$ cat config.mk
export PLATFORM = sky130hd
export DESIGN_NAME = retire_reclaim_unit
export DESIGN_NICKNAME = d
export VERILOG_FILES = /design/src/rtl/retire_reclaim_unit.sv
export SDC_FILE = /design/constraint.sdc
export NUM_CORES = 1
export LEC_CHECK = 0
export ABC_AREA = 1
export CAP_MARGIN = 10
export CELL_PAD_IN_SITES_DETAIL_PLACEMENT = 0
export CELL_PAD_IN_SITES_GLOBAL_PLACEMENT = 1
export CORE_MARGIN = 1.5
export CORE_UTILIZATION = 35
export DETAILED_ROUTE_END_ITERATION = 8
export PLACE_DENSITY = 0.72
export RECOVER_POWER = 50
export SLEW_MARGIN = 30
export SYNTH_ARGS = -nofsm -noshare
export SYNTH_HDL_FRONTEND = slang
export SYNTH_SLANG_ARGS = --single-unit
$ cat constraint.sdc
create_clock -name clk -period 10.5 [get_ports clk]
set_input_delay 3.15 -clock clk [delete_from_list [all_inputs] [get_ports clk]]
set_output_delay 3.15 -clock clk [all_outputs]
set_load 0.02 [all_outputs]
$ cat src/rtl/retire_reclaim_unit.sv
// Commit-side companion to rename: holds the retirement RAT, returns superseded
// physical registers to the free list, and replays the committed map on flush.
module retire_reclaim_unit #(
    parameter int NUM_A_REGS = 32,
    parameter int NUM_P_REGS = 48,
    parameter int ARN_W      = 5,
    parameter int PRN_W      = 6,
    parameter int FIFO_DEPTH = 4
) (
    input  logic             clk,
    input  logic             rst,
    input  logic             ret_valid,
    output logic             ret_ready,
    input  logic             ret_has_dest,
    input  logic [ARN_W-1:0] ret_arn,
    input  logic [PRN_W-1:0] ret_new_prn,
    input  logic [PRN_W-1:0] ret_old_prn,
    output logic             free_valid,
    input  logic             free_ready,
    output logic [PRN_W-1:0] free_prn,
    input  logic             flush_req,
    output logic             rst_valid,
    output logic [ARN_W-1:0] rst_arn,
    output logic [PRN_W-1:0] rst_prn,
    output logic             restore_busy,
    output logic             restore_done
);

    localparam int PTR_W = $clog2(FIFO_DEPTH);
    localparam int CNT_W = $clog2(FIFO_DEPTH) + 1;
    localparam logic [ARN_W-1:0] LAST_ARN  = ARN_W'(NUM_A_REGS - 1);
    localparam logic [CNT_W-1:0] DEPTH_CNT = CNT_W'(FIFO_DEPTH);

    if (NUM_P_REGS > (1 << PRN_W)) begin : g_bad_prn_w
        $error("PRN_W too narrow for NUM_P_REGS");
    end
    if ((FIFO_DEPTH < 2) || ((FIFO_DEPTH & (FIFO_DEPTH - 1)) != 0)) begin : g_bad_depth
        $error("FIFO_DEPTH must be a power of 2, at least 2");
    end

    typedef enum logic [1:0] {
        S_IDLE,
        S_WALK,
        S_DONE
    } state_e;

    state_e           state_q, state_d;
    logic [ARN_W-1:0] idx_q, idx_d;
    logic [PRN_W-1:0] rrat_q [NUM_A_REGS];
    logic [PRN_W-1:0] rrat_d [NUM_A_REGS];
    logic [PRN_W-1:0] fifo_q [FIFO_DEPTH];
    logic [PRN_W-1:0] fifo_d [FIFO_DEPTH];
    logic [PTR_W-1:0] head_q, head_d;
    logic [PTR_W-1:0] tail_q, tail_d;
    logic [CNT_W-1:0] count_q, count_d;

    logic push;
    logic pop;

    // Readiness depends only on registered state, never on free_ready.
    assign ret_ready    = (state_q == S_IDLE) && (count_q < DEPTH_CNT);
    assign push         = ret_valid && ret_ready && ret_has_dest;
    assign free_valid   = (count_q != '0);
    assign free_prn     = fifo_q[head_q];
    assign pop          = free_valid && free_ready;

    assign rst_valid    = (state_q == S_WALK);
    assign rst_arn      = rst_valid ? idx_q : '0;
    assign rst_prn      = rst_valid ? rrat_q[idx_q] : '0;
    assign restore_busy = (state_q != S_IDLE);
    assign restore_done = (state_q == S_DONE);

    always_comb begin
        state_d = state_q;
        idx_d   = idx_q;
        case (state_q)
            S_IDLE: begin
                if (flush_req) begin
                    state_d = S_WALK;
                    idx_d   = '0;
                end
            end
            S_WALK: begin
                if (idx_q == LAST_ARN) begin
                    state_d = S_DONE;
                    idx_d   = '0;
                end else begin
                    idx_d = idx_q + 1'b1;
                end
            end
            S_DONE:  state_d = S_IDLE;
            default: state_d = S_IDLE;
        endcase
    end

    // A retire in the same cycle as flush_req lands in rrat before the walk reads it.
    always_comb begin
        rrat_d  = rrat_q;
        fifo_d  = fifo_q;
        head_d  = head_q;
        tail_d  = tail_q;
        count_d = count_q;
        if (push) begin
            rrat_d[ret_arn] = ret_new_prn;
            fifo_d[tail_q]  = ret_old_prn;
            tail_d          = tail_q + 1'b1;
        end
        if (pop) begin
            head_d = head_q + 1'b1;
        end
        case ({push, pop})
            2'b10:   count_d = count_q + 1'b1;
            2'b01:   count_d = count_q - 1'b1;
            default: count_d = count_q;
        endcase
    end

    always_ff @(posedge clk or posedge rst) begin
        if (rst) begin
            state_q <= S_IDLE;
            idx_q   <= '0;
            head_q  <= '0;
            tail_q  <= '0;
            count_q <= '0;
            for (int i = 0; i < NUM_A_REGS; i++) begin
                rrat_q[i] <= PRN_W'(i);
            end
            for (int j = 0; j < FIFO_DEPTH; j++) begin
                fifo_q[j] <= '0;
            end
        end else begin
            state_q <= state_d;
            idx_q   <= idx_d;
            head_q  <= head_d;
            tail_q  <= tail_d;
            count_q <= count_d;
            rrat_q  <= rrat_d;
            fifo_q  <= fifo_d;
        end
    end

endmodule

==> results.json <==
{
  "outcome": "finished with violations",
  "violations": "max-capacitance violations, max-slew violations",
  "drc": 0,
  "dieArea_um2": 34060,
  "worstHoldStart": "rrat_q[145]",
  "maxSlewViolCount": 93,
  "synthCells": 1541,
  "yosysWarnings": 0,
  "mostFrequentLayoutCell": "nand2_1",
  "power.density_nw_per_um2": 232.1,
  "numCtsBuffers": 26,
  "ioPinCount": 45,
  "vias": 9394,
  "worstSetupStartpoint": "idx_q[0]",
  "fin_crit_sh_pct": 66.14,
  "post-route-min-period_ps": 6945,
  "crit_path_end_kind": "output pin",
  "cts_setup_buffers": 0,
  "hp-class": "flip-flop to flip-flop",
  "crit_path_cell_trace": "inv_2 > buf_4 > nand2_1 > nand2_1 > nand2_1 > nand3_1 > nand3_1 > nand2_1 > nand2_1 > nand2_1 > clkdlybuf4s50_1",
  "power.leakage_nw": 5.902,
  "worst-path-buf-inv": 3,
  "crit_top_cell": "nand2_1",
  "grt_usage_pct": 19.57,
  "grt-ovfl-total": 0,
  "fmax_mhz": 144.0,
  "syn_avg_cell_area_um2": 7.486,
  "cts_tree": "done",
  "synth_nets": 1572,
  "yosysSeqAreaShare_pct": 50.76,
  "synth_cell_types": 28,
  "startpoint_type": "flip-flop",
  "drtAntennaViolNets": 0,
  "finalWeightedCongestion": 0.7833,
  "vdd_ir_drop_max_v": 0.0001369,
  "grt_max_degree": 93,
  "root_buffer": "clkbuf_16",
  "path_clk_slew_ps": 60,
  "worst-path-max-fanout": 73,
  "antenna_found_initial": 0,
  "htree_levels": 1,
  "cts.path.max_buffers": 3,
  "cp_top_family": "buffers and inverters",
  "async_reset_ff_share_pct": 100.0,
  "reg2reg_from": "state_q[1]",
  "slew_headroom_pct": -182.8,
  "wl_um": 31680,
  "grt_pass1_vias": 9247,
  "drive_above_1_share_pct": 10.27,
  "yosys_most_used_dff": "dfrtp_1",
  "cts_resized": 0,
  "clk_latency_ps": 550,
  "synth_edf_count": 0,
  "num_antenna_cells": 0,
  "rr_worst_depth": 8,
  "synth-seq-cells": 230,
  "wl_per_cell_um": 15.92,
  "fin_nets": 1559,
  "max_stage_delay_ps": 730,
  "die_h_um": 184.6,
  "rrSetupSlack_ps": 7720,
  "cap_violations": 1,
  "critical_path_arrival_ps": 3790,
  "place_hpwl_um": 19590,
  "first_pass_iters": 5,
  "hold_violations": 0,
  "die_w_um": 184.6,
  "vias_per_cell": 4.721,
  "start_util_pct": 35.55,
  "whs_ps": 473.5,
  "drt_iter0_markers": 631,
  "skew_ps": 28.26,
  "grt_pass1_wl_um": 52100,
  "area_growth_pct": 13.10,
  "rsz0062_at_grt": "no",
  "layout_common_cells": "nand2_1 (583), inv_1 (194), dfrtp_1 (149)",
  "critPathSlowestCell": "buf_4",
  "cts.sinks": 230,
  "setup_viol": 0,
  "core_um2": 32450,
  "min_delay_worst_endpoint": "rrat_q[145]",
  "synth.cell_area_um2": 11540,
  "tns_ps": 0,
  "critPathKind": "flip-flop to output pin",
  "num_rows": 66,
  "io_buffers": 44,
  "r2r-end": "rrat_q[159]",
  "worst_pin_slew_ps": 4219,
  "hold_buffers": 0,
  "min_delay_path_depth": 2,
  "cp.required_ps": 7350
}
-- routing by layer --
metal	GRT usage, %	up-vias	wire (um)
li1	-	4749	-
met1	27.77	4452	15470
met2	30.94	147	14140
met3	2.648	46	1258
met4	5.934	0	803
met5	0	-	0
-- area by class of cell --
class,count,area [um2]
Clock buffer,45,843.3
Clock inverter,3,15.01
Fill cell,3414,19410
Inverter,200,754.5
Multi-Input combinational cell,1014,4474
Sequential cell,230,5857
Tap cell,442,553.0
Timing Repair Buffer,56,550.5
-- logic make-up after synthesis --
family	synth area share, %
AND/OR/NAND/NOR	26.77
buffers and inverters	10.16
AO/OA/AOI/OAI	11.00
flip-flops	50.76
adder cells (fa/ha/maj)	0.9327
XOR/XNOR	0.3796
-- how the worst max path moves through the flow --
stage,end,slack [ps],cells after the start
after global placement,rst_prn[3],4060,11
after floorplan,count_q[0],1180,1
after CTS,rst_prn[3],3490,11
after global routing,rrat_q[123],3060,4
final,rst_prn[1],3560,11
after detailed placement,rst_prn[3],4080,11
-- where the power goes --
group          switching (W)  total (W)  internal, W
combinational       0.000704    0.00105     0.000348
clock               0.000372   0.000912     0.000540
sequential         0.0000887    0.00106     0.000976
-- registers in the layout, summed over array words and instances (netlist names) --
signal,cells
tail_q,2
rrat_q,192
head_q,2
count_q,3
fifo_q,24
idx_q,5
state_q,2
-- Yosys cell counts, types with 2 or more instances --
master / n / area [um2]
a21oi_1: 3 / 15.01
buf_1: 2 / 7.510
buf_2: 28 / 140.1
buf_4: 2 / 15.01
buf_6: 2 / 22.52
clkbuf_1: 63 / 236.5
dfrtp_1: 150 / 3754
dfstp_2: 80 / 2102
ha_1: 7 / 87.58
inv_1: 194 / 728.2
inv_2: 6 / 22.52
nand2_1: 583 / 2188
nand3_1: 117 / 585.6
nand4_1: 2 / 12.51
nand4_2: 6 / 75.07
nor2_1: 40 / 150.1
nor2_2: 5 / 31.28
nor3_1: 2 / 10.01
o21ai_0: 120 / 600.6
o21ai_1: 102 / 510.5
o21ai_2: 12 / 105.1
o22ai_1: 6 / 37.54
xor2_1: 4 / 35.03
-- through the flow --
step / worst slack, ps / util, % / area [um2] / cells / power (W)
floorplan: 1178 / - / 11540 / 1541 / 0.001769
global placement: 4061 / 37.59 / 12200 / 1941 / 0.002140
detailed placement: 4083 / 37.60 / 12200 / 1941 / 0.002142
CTS: 3492 / 40.24 / 13060 / 1989 / 0.003063
global route: 3062 / 40.20 / 13050 / 1990 / 0.003249
finish: 3555 / 40.20 / 13050 / 1990 / 0.003028
-- worst register-to-register path, cell delays in order (launching register included) --
cell	delay, ps
dfrtp_1	390
inv_2	80
nand2_2	150
nor2_4	120
nand3_1	310
inv_1	660
nand4_1	650
nand2_1	220
o21ai_1	80
No activity file was read; power rests on OpenSTA's default activity.
